===== src/rtl/fetch_unit.sv =====
// fetch_unit: instruction fetch stage that owns the fetch PC and feeds decode.
// Latency: 1 cycle from rvalid to valid_o, so at least 2 cycles from grant to valid_o.
//          Sustains 1 insn/cycle with a 1-cycle memory.
// Backpressure: ready_i low holds the head entry. Requests stop once in-flight plus
//               buffered entries reach DEPTH. A redirect flushes and restarts fetch.
//
// Ports:
//   clk, rst_n                      clock, asynchronous active-low reset
//   imem_req_o / imem_addr_o        fetch request and word address (held until granted)
//   imem_gnt_i                      memory accepted the request this cycle
//   imem_rvalid_i / imem_rdata_i    in-order response, at least one cycle after grant
//   valid_o / ready_i               handshake towards decode
//   pc_o / insn_o                   head instruction and its PC
//                                   (fetch PC and INSN_NOP while idle)
//   redirect_i / redirect_pc_i      flush and restart at a new PC
//   halt_i                          stop issuing new requests until the next redirect
//   fault_o                         only with FETCH_MISALIGN_CHECK_EN: sticky misaligned-redirect flag
//
// Build option: define FETCH_MISALIGN_CHECK_EN to trap misaligned redirect targets.
// Without it, the low two bits of redirect_pc_i are cleared.
module fetch_unit #(
  parameter int unsigned       DWIDTH         = 32,
  parameter int unsigned       AWIDTH         = 32,
  parameter logic [AWIDTH-1:0] IMEM_BASE_ADDR = AWIDTH'(32'h0000_1000),
  parameter logic [AWIDTH-1:0] RESET_PC       = IMEM_BASE_ADDR,
  parameter int unsigned       DEPTH          = 4,
  parameter logic [DWIDTH-1:0] INSN_NOP       = DWIDTH'(32'h0000_0013)
) (
  input  logic              clk,
  input  logic              rst_n,
  output logic              imem_req_o,
  output logic [AWIDTH-1:0] imem_addr_o,
  input  logic              imem_gnt_i,
  input  logic              imem_rvalid_i,
  input  logic [DWIDTH-1:0] imem_rdata_i,
  output logic              valid_o,
  input  logic              ready_i,
  output logic [AWIDTH-1:0] pc_o,
  output logic [DWIDTH-1:0] insn_o,
  input  logic              redirect_i,
  input  logic [AWIDTH-1:0] redirect_pc_i,
  input  logic              halt_i
`ifdef FETCH_MISALIGN_CHECK_EN
  ,
  output logic              fault_o
`endif
);

  localparam int unsigned PW  = (DEPTH > 1) ? $clog2(DEPTH) : 1;
  localparam int unsigned CW  = PW + 1;
  // The drop counter holds responses still owed for flushed requests.
  // Back-to-back redirects can pile up several queues' worth of them,
  // so this counter is sized for up to 8*DEPTH.
  localparam int unsigned DRW = PW + 3;

  typedef enum logic [1:0] {
    S_BOOT = 2'd0,
    S_RUN  = 2'd1,
    S_HALT = 2'd2
  } state_t;

  state_t state_q, state_d;

  // Queue storage. Entries are allocated at grant time, so the PC is known
  // before the data returns. dvld marks entries whose data has arrived.
  logic [AWIDTH-1:0] pc_mem   [DEPTH];
  logic [DWIDTH-1:0] insn_mem [DEPTH];
  logic [DEPTH-1:0]  dvld_q;

  // head: oldest entry. tail: next entry to allocate.
  // fill: oldest allocated entry still waiting for data.
  logic [PW-1:0]     head_q, tail_q, fill_q;
  logic [CW-1:0]     outst_q;   // granted, data not yet returned
  logic [CW-1:0]     count_q;   // data returned, not yet popped
  logic [DRW-1:0]    drop_q, drop_d;
  logic [AWIDTH-1:0] fetch_pc_q;

  logic              fault_q;
  logic              misalign;
  logic [AWIDTH-1:0] redirect_pc;
  logic [CW:0]       inflight;
  logic              credit_ok;
  logic              req;
  logic              alloc;
  logic              resp_live;
  logic              resp_drop;
  logic              resp_any;
  logic              head_vld;
  logic              pop;

  // ---------------------------------------------------------------------
  // Redirect target handling
  // ---------------------------------------------------------------------
`ifdef FETCH_MISALIGN_CHECK_EN
  assign redirect_pc = redirect_pc_i;
  assign misalign    = |redirect_pc_i[1:0];

  always_ff @(posedge clk or negedge rst_n) begin
    if (!rst_n) begin
      fault_q <= 1'b0;
    end else if (redirect_i && misalign) begin
      fault_q <= 1'b1;
    end
  end

  assign fault_o = fault_q;
`else
  assign redirect_pc = redirect_pc_i & ~AWIDTH'(3);
  assign misalign    = 1'b0;
  assign fault_q     = 1'b0;
`endif

  // ---------------------------------------------------------------------
  // Request and event decode
  // ---------------------------------------------------------------------
  // Credit uses registered counts only: a pop this cycle frees its slot next cycle.
  assign inflight  = {1'b0, outst_q} + {1'b0, count_q};
  assign credit_ok = inflight < (CW + 1)'(DEPTH);

  assign req = (state_q == S_RUN) && !redirect_i && !halt_i && credit_ok && !fault_q;

  assign alloc     = req && imem_gnt_i;
  assign resp_drop = imem_rvalid_i && (drop_q != '0);
  // A response with nothing owed is stray and is ignored.
  assign resp_live = imem_rvalid_i && (drop_q == '0) && (outst_q != '0);
  assign resp_any  = resp_live || resp_drop;

  assign head_vld = dvld_q[head_q];
  assign pop      = head_vld && ready_i;

  // On a redirect, every request still outstanding turns into a response to
  // drop. A response arriving in the redirect cycle itself is discarded now,
  // so it does not need to be counted.
  always_comb begin
    drop_d = drop_q;
    if (redirect_i) begin
      drop_d = drop_q + DRW'(outst_q) - DRW'(resp_any);
    end else if (resp_drop) begin
      drop_d = drop_q - DRW'(1);
    end
  end

  // ---------------------------------------------------------------------
  // FSM
  // ---------------------------------------------------------------------
  always_comb begin
    state_d = state_q;
    case (state_q)
      S_BOOT:  state_d = S_RUN;
      S_RUN:   if (halt_i) state_d = S_HALT;
      S_HALT:  state_d = S_HALT;
      default: state_d = S_BOOT;
    endcase
    // A redirect wins over halt and also leaves HALT.
    // The exception is a trapped misaligned target, which parks in HALT.
    if (redirect_i) begin
      state_d = misalign ? S_HALT : S_RUN;
    end
  end

  always_ff @(posedge clk or negedge rst_n) begin
    if (!rst_n) begin
      state_q <= S_BOOT;
    end else begin
      state_q <= state_d;
    end
  end

  // ---------------------------------------------------------------------
  // Queue control, counters and fetch PC
  // ---------------------------------------------------------------------
  always_ff @(posedge clk or negedge rst_n) begin
    if (!rst_n) begin
      head_q     <= '0;
      tail_q     <= '0;
      fill_q     <= '0;
      outst_q    <= '0;
      count_q    <= '0;
      drop_q     <= '0;
      dvld_q     <= '0;
      fetch_pc_q <= RESET_PC;
    end else if (redirect_i) begin
      // Any pop in this cycle has already been seen by decode.
      // Everything else is discarded.
      head_q     <= '0;
      tail_q     <= '0;
      fill_q     <= '0;
      outst_q    <= '0;
      count_q    <= '0;
      drop_q     <= drop_d;
      dvld_q     <= '0;
      fetch_pc_q <= redirect_pc;
    end else begin
      drop_q  <= drop_d;
      outst_q <= outst_q + CW'(alloc) - CW'(resp_live);
      count_q <= count_q + CW'(resp_live) - CW'(pop);
      if (alloc) begin
        tail_q     <= tail_q + PW'(1);
        fetch_pc_q <= fetch_pc_q + AWIDTH'(4);
      end
      // The fill slot lacks data and the head slot has it, so these two
      // updates never target the same bit.
      if (resp_live) begin
        dvld_q[fill_q] <= 1'b1;
        fill_q         <= fill_q + PW'(1);
      end
      if (pop) begin
        dvld_q[head_q] <= 1'b0;
        head_q         <= head_q + PW'(1);
      end
    end
  end

  // Datapath storage needs no reset: dvld_q qualifies every read.
  always_ff @(posedge clk) begin
    if (alloc) begin
      pc_mem[tail_q] <= fetch_pc_q;
    end
    if (resp_live && !redirect_i) begin
      insn_mem[fill_q] <= imem_rdata_i;
    end
  end

  // ---------------------------------------------------------------------
  // Outputs
  // ---------------------------------------------------------------------
  assign imem_req_o  = req;
  assign imem_addr_o = fetch_pc_q;
  assign valid_o     = head_vld;
  assign pc_o        = head_vld ? pc_mem[head_q]   : fetch_pc_q;
  assign insn_o      = head_vld ? insn_mem[head_q] : INSN_NOP;

endmodule

===== config.mk =====
export PLATFORM = sky130hd
export DESIGN_NAME = fetch_unit
export DESIGN_NICKNAME = d
export VERILOG_FILES = /design/src/rtl/fetch_unit.sv
export SDC_FILE = /design/constraint.sdc
export NUM_CORES = 1
export LEC_CHECK = 0
export BUFFER_PORTS_ARGS = -buffer_cell sky130_fd_sc_hd__buf_2
export CAP_MARGIN = 10
export CORE_ASPECT_RATIO = 0.75
export CORE_MARGIN = 5
export CORE_UTILIZATION = 45
export DETAILED_ROUTE_END_ITERATION = 8
export GPL_TIMING_DRIVEN = 0
export HOLD_SLACK_MARGIN = 0.06
export SYNTH_ARGS = -nofsm -noshare
export SYNTH_HDL_FRONTEND = slang
export SYNTH_SLANG_ARGS = --single-unit

===== constraint.sdc =====
create_clock -name clk -period 3.5 [get_ports clk]
set_input_delay 0.525 -clock clk [delete_from_list [all_inputs] [get_ports clk]]
set_output_delay 0.525 -clock clk [all_outputs]
set_load 0.1 [all_outputs]

==> results of run 1 <==
==> cell usage after synthesis (3+ instances only) <==
| master | instances | area share |
|---|---|---|
| a211oi_1 | 5 | 0.0029 |
| a21o_1 | 3 | 0.0017 |
| a21oi_1 | 16 | 0.0062 |
| a22oi_1 | 6 | 0.0035 |
| a41oi_1 | 3 | 0.0020 |
| and2_1 | 34 | 0.016 |
| and3_1 | 7 | 0.0034 |
| and4_1 | 3 | 0.0020 |
| buf_1 | 3 | 0.00087 |
| buf_2 | 16 | 0.0062 |
| buf_4 | 4 | 0.0023 |
| clkbuf_1 | 18 | 0.0052 |
| dfrtp_1 | 52 | 0.10 |
| edfxtp_1 | 248 | 0.57 |
| fa_1 | 3 | 0.0046 |
| ha_1 | 30 | 0.029 |
| inv_1 | 30 | 0.0087 |
| mux2_2 | 30 | 0.026 |
| mux2i_1 | 4 | 0.0031 |
| mux4_2 | 63 | 0.11 |
| nand2_1 | 45 | 0.013 |
| nand2b_1 | 5 | 0.0024 |
| nand3_1 | 25 | 0.0096 |
| nand4_1 | 11 | 0.0053 |
| nor2_1 | 27 | 0.0078 |
| nor2b_1 | 5 | 0.0024 |
| nor3_1 | 5 | 0.0019 |
| nor4_1 | 3 | 0.0014 |
| o211ai_1 | 14 | 0.0081 |
| o21ai_0 | 22 | 0.0085 |
| o311ai_0 | 5 | 0.0034 |
| or3_1 | 5 | 0.0024 |
| or4_1 | 3 | 0.0017 |
| xnor2_1 | 11 | 0.0074 |
==> power by group <==
part	internal, mW	switching (mW)
clock	1.80	1.31
combinational	0.379	1.08
sequential	4.02	0.171
==> worst register-to-register path, stage by stage (launching register included) <==
cell and delay (ns):
dfrtp_1 0.42, ha_1 0.32, nor4_2 0.27, and4_1 0.32, buf_6 0.18, clkbuf_1 0.42
and2_2 0.87
==> cell usage in the layout, fill, tap and decap left out, types with 4 or more instances in the layout <==
master     instances
edfxtp_1         248
clkbuf_1          29
a211oi_1           5
xnor2_1           11
conb_1             4
o311ai_0           5
mux2_2            30
nor2b_1            5
nor2_1            27
and2_2             4
ha_1              30
and3_2             4
nand4_1           11
clkbuf_16         31
buf_2            173
buf_4              7
dfrtp_1           52
or3_1              5
mux2i_1            4
o21ai_0           21
mux4_2            63
clkinv_2           5
and2_1            30
nand2_1           45
o211ai_1          14
nand2b_1           5
a21oi_1           16
a22oi_1            6
clkbuf_2           4
nand3_1           25
inv_1             30
nor3_1             5
==> registers in the layout, summed over array words and instances (netlist names) <==
| signal | cells |
|---|---|
| imem_addr_o | 30 |
| state_q | 2 |
| dvld_q | 4 |
| tail_q | 2 |
| fill_q | 2 |
| outst_q | 3 |
| count_q | 3 |
| insn_mem | 128 |
| pc_mem | 120 |
| drop_q | 5 |
| head_q | 2 |
==> worst paths after layout <==
kind                                              endpoint  slack [ns]
worst max-delay path                              pc_o[12]        0.21
worst min-delay path                 drop_q[1]$_DFFE_PN0P_        0.09
worst max register to register     pc_mem[2][10]$_DFFE_PP_        0.31
worst min register to register       drop_q[4]$_DFFE_PN0P_        0.51
max in group asynchronous       imem_addr_o[3]$_DFFE_PN0N_        2.79
min in group clk                  insn_mem[0][8]$_DFFE_PP_        0.19
==> timing repair <==
action / 4_1_cts / 5_1_grt
setup endpoints to repair: 56 / 15
setup buffers: 0 / 0
resized for setup: 3 / 6
==> metal layers <==
layer	GRT usage	up-vias
met1	0.2832	3912
met3	0.03646	42
met2	0.2806	184
met4	0.04148	0
met5	0	-
li1	-	3463
==> metrics by stage <==
| step | cells | hold slack, ns | power (mW) |
|---|---|---|---|
| 3_5_place_dp | 1343 | 0.4803 | 5.719 |
| 6_report | 1398 | 0.09286 | 8.761 |
| 3_3_place_gp | 1340 | 0.4746 | 5.702 |
| 5_1_grt | 1398 | 0.1405 | 9.123 |
| 4_1_cts | 1398 | 0.09023 | 8.829 |
| 2_1_floorplan | 793 | 0.2294 | 5.361 |
==> cells by family (layout without fill, tap and decap cells) <==
kind of cell             after synthesis  after routing  synth area share
flip-flops                           301            301            0.6742
AND/OR/NAND/NOR                      186            186           0.07749
multiplexers                          97             97            0.1381
AO/OA/AOI/OAI                         83             83           0.04182
buffers and inverters                 76            296           0.02596
adder cells (fa/ha/maj)               33             33           0.03346
XOR/XNOR                              13             13          0.008748
other                                  1              4         0.0002881
==> cell type report <==
| cell class | instances | area [sq um] | share of cell area |
|---|---|---|---|
| inverters | 31 | 116.4 | 0.007577 |
| multi-input cells | 416 | 3934 | 0.2562 |
| repair buffers | 165 | 870.8 | 0.05671 |
| clock inverters | 11 | 108.9 | 0.007088 |
| flip-flops and latches | 301 | 8775 | 0.5714 |
| plain buffers | 44 | 232.7 | 0.01515 |
| clock buffers | 45 | 838.3 | 0.05459 |
| well taps | 385 | 481.7 | 0.03137 |
==> results.yml, run 1 <==
grt:
  globalRouteTotalUtil: 0.1859
  first_global_vias: 7721
  grt_pass1_wl_microns: 46450
  grt_antenna_before_repair: 0
  grt_max_degree: 33
  overflow: 0
drt:
  wl_met1_microns: 14080
  routed_wl_microns: 30410
  wl_met3_microns: 1584
  routed.top_layer: "met4"
  drtIter0Drc: 573
  wl_met2_microns: 14120
  detail_route.first_pass.iterations: 5
  drc_errors: 0
  dr_total_vias: 7601
  avgViaCountPerCell: 5.437
  wl_per_cell_microns: 21.75
  detail-route-antenna-nets: 0
cells_and_area:
  stdcell_area_sq_um: 15360
  antennaDiodeCount: 0
  syn_to_final_growth_pct: 18.00
  nNetsFinal: 1093
  drive_above_1_share: 0.3386
  finish.utilization: 0.5436
  final.fill_count: 2324
clocking:
  cts_made_buffers: 30
  cts_max_path_buffers: 3
  clock_sinks: 301
  cts_tree: "built"
  root_buffer: "clkbuf_16"
  htreeDepth: 1
  ctsHoldBuffers: 0
  path_clk_slew_ns: 0.06
  insertion_delay_ns: 0.55
timing:
  timing.setup.tns_ns: 0
  tightest_slew_ns: 0.9339
  max_freq_ghz: 0.3035
  min_period_ns: 3.295
  hold_violations: 0
  slew_headroom: 0.3774
  finClkSkew_ns: 0.01848
  slew_viol_final: 0
  finalSetupViolCount: 0
  rsz0062_at_grt: "false"
  setup_ws_ns: 0.2052
  fin_crit_sh: 0.9414
placement:
  io_buffers: 162
  dp_slack_ns: 0.2229
  gp_congestion: 0.8170
  dpl_cell_area_sq_um: 14390
  dpl.hpwl_microns: 20470
critical_path:
  rr_worst_depth: 6
  crit_cells: 5
  critical_path.max_fanout: 11
  reg2reg_from: "outst_q[2]$_DFF_PN0_"
  worstSetupPathType: "reg -> out"
  required_ns: 2.97
  cp-start-kind: "flop"
  crit_start: "head_q[1]$_DFFE_PN0P_"
  critPathMaxStageDelay_ns: 0.49
  path_cells: "buf_2, mux4_2, buf_2, mux2_2, buf_2"
  cp-end-kind: "output pin"
  cpMostUsedCell: "buf_2"
  cp.arrival_ns: 2.77
  critical-path-top-delay-family: "buffers and inverters"
  path_buf_inv: 3
  cpMaxStageDelayCell: "mux4_2"
yosys:
  netlist_area_sq_um: 13010
  ys_async_sr_fraction: 0.1761
  synth_edf_count: 248
  synth.avg_cell_area_sq_um: 16.47
  synth-seq-cells: 301
  synth_ff_type: "edfxtp_1"
  syn-instance-count: 790
  ys_types: 54
  yosysWarnings: 0
  seq_area_frac_synth: 0.6742
power:
  ir_drop_uv: 306.3
  p_leak_nw: 5.654
  p_per_area_nw_per_um2: 570.5
job:
  maxCapViolations: 0
die:
  die_x_microns: 206.4
  die_h_microns: 157.3
  dieArea_sq_um: 32460
  ios: 169
  rows: 53
  start_util: 0.4607
  core_area_sq_um: 28250
worst_hold_path:
  hp-class: "in -> async"
status:
  status: "finished clean"
(Power assumes the default switching activity.)
==> run 2: changes to the inputs <==
Settings changed: PLACE_DENSITY set to 0.67.
Clock period 3.5 ns to 2.9 ns, I/O delays scaled along.
==> results.yml, run 2 (synthesis results as in run 1) <==
timing:
  tightest_slew_ns: 0.9534
  slew_headroom: 0.3585
  rsz0062_at_grt: "true"
  max_freq_ghz: 0.3410
  fin_crit_sh: 1.011
  finalSetupViolCount: 1
  finClkSkew_ns: 0.01584
  setup_ws_ns: -0.03220
  hold_violations: 0
  slew_viol_final: 0
  min_period_ns: 2.932
critical_path:
  cp-end-kind: "flop"
  path_cells: "inv_2, ha_4, nor4b_4, and3_4, inv_4, nand2_4, ha_4, inv_2, ha_4, inv_2, fa_2, nor2b_1, o21ai_1, a211oi_1, and3b_1, xnor2_1"
  critical_path.max_fanout: 3
  required_ns: 3.32
  cpMaxStageDelayCell: "dfrtp_1"
  worstSetupPathType: "reg -> reg"
  cp-start-kind: "flop"
  cp.arrival_ns: 3.35
  critPathMaxStageDelay_ns: 0.40
die:
  dieArea_sq_um: 32460
  ios: 169
  start_util: 0.4607
  die_h_microns: 157.3
  core_area_sq_um: 28250
  rows: 53
  die_x_microns: 206.4
placement:
  io_buffers: 162
  gp_congestion: 0.8473
  dpl.hpwl_microns: 19890
  dpl_cell_area_sq_um: 14360
  dp.cells: 1341
cells_and_area:
  nNetsFinal: 1115
  largest_reg_flops: 128
  drive_above_1_share: 0.3795
  stdcell_area_sq_um: 15950
  fin_cells: 1419
  largest_register: "insn_mem"
  final_common_cell: "edfxtp_1"
  final_cell_mix: "248 x edfxtp_1, 112 x buf_2, 63 x mux4_2"
  syn_to_final_growth_pct: 22.51
clocking:
  htreeDepth: 1
  cts_max_path_buffers: 3
  root_buffer: "clkbuf_16"
  insertion_delay_ns: 0.54
  path_clk_slew_ns: 0.06
  clock_sinks: 301
  cts_made_buffers: 29
  cts_tree: "built"
grt:
  globalRouteTotalUtil: 0.1894
  grt_pass1_wl_microns: 46980
  grt_antenna_before_repair: 2
  first_global_vias: 7905
  grt_max_degree: 33
  overflow: 0
drt:
  drtIter0Drc: 671
  dr_total_vias: 7911
  routed_wl_microns: 31580
  detail-route-antenna-nets: 0
  drc_errors: 0
  avgViaCountPerCell: 5.575
  detail_route.first_pass.iterations: 6
  wl_per_cell_microns: 22.25
power:
  internal_power_mw: 7.657
  p_per_area_nw_per_um2: 680.6
  clkPwrFrac: 0.348
  ir_drop_uv: 459.1
  seq_power_share: 0.467
  netSwitchingFraction: 0.2944
  p_switching_mw: 3.195
  p_leak_nw: 5.846
  comb_power_share: 0.186
job:
  maxCapViolations: 0
worst_hold_path:
  hp-class: "in -> reg"
status:
  status: "finished with violations"
  violations: "negative setup slack"
-- run 2: cell types whose count changed in the layout (fill, tap and decap cells not counted), moves of 7 or more --
cell      previous run  this run
and2_4               0         7
buf_2              173       112
buf_4                7        61
buf_6                2        23
clkbuf_1            29        10
clkinv_1             2        10
-- run 2: final timing paths --
kind                                        start                          end  cells past startpoint  slack [ns]
setup / recovery            drop_q[1]$_DFFE_PN0P_        drop_q[4]$_DFFE_PN0P_                     16       -0.03
min in group asynchronous                   rst_n   imem_addr_o[7]$_DFFE_PN0N_                      2        0.48
setup reg to reg            drop_q[1]$_DFFE_PN0P_        drop_q[4]$_DFFE_PN0P_                     16       -0.03
hold reg to reg            state_q[1]$_DFFE_PN0P_       state_q[1]$_DFFE_PN0P_                      2        0.54
hold / removal                   imem_rdata_i[14]    insn_mem[0][14]$_DFFE_PP_                      1        0.11
max in group asynchronous                   rst_n  imem_addr_o[12]$_DFFE_PN1N_                      3        1.75
-- run 2: what timing repair did --
action,4_1_cts,5_1_grt
endpoints found under the hold margin,26,0
hold buffers,1,0
gates cloned,1,3
pin swaps,11,11
resized for setup,122,36
endpoints found under the setup margin,186,157
setup buffers,9,11
-- run 2: worst max-delay path, delay by kind of cell, from the launching register on --
kind            cells  cell delay (ns)
xor+xnor            1             0.12
buf+inv             4             0.22
simple gates        5             0.94
fa+ha+maj           4             0.80
compound gates      2             0.31
flops               1             0.40
-- run 2: cell type report --
class	count	area, sq um
fill	2253	12300
sequential	301	8778
buffer	44	339.1
clock inverter	23	216.5
tap	385	481.7
multi-input combinational	420	4065
inverter	31	118.9
timing repair buffer	184	1214
antenna	1	2.502
clock buffer	30	729.5
-- run 2: power by group through the flow --
stage,Combinational (mW),Sequential [mW],Clock [mW]
after floorplan,1.05,5.43,0
after global placement,1.73,5.13,0
after detailed placement,1.75,5.14,0
after CTS,1.93,5.06,3.82
after global routing,2.13,5.09,4.02
final,2.01,5.06,3.77
-- run 2: routing by layer --
metal,global-route usage,part of all wire
met5,0,0.00057
met4,0.05035,0.027
met3,0.03708,0.074
met2,0.2865,0.45
met1,0.2849,0.45
-- run 2: metrics by stage --
stage | hold slack, ns | util | power, mW | TNS, ns | worst slack [ns]
5_1_grt | 0.08947 | 0.5644 | 11.24 | -0.3245 | -0.1912
3_3_place_gp | 0.5016 | 0.5073 | 6.860 | -228.12 | -0.8895
6_report | 0.1088 | 0.5644 | 10.85 | -0.03220 | -0.03220
2_1_floorplan | 0.1394 | - | 6.476 | -0.03740 | -0.03740
3_5_place_dp | 0.4982 | 0.5083 | 6.892 | -79.80 | -0.4295
4_1_cts | 0.08490 | 0.5567 | 10.81 | 0 | 0.003468
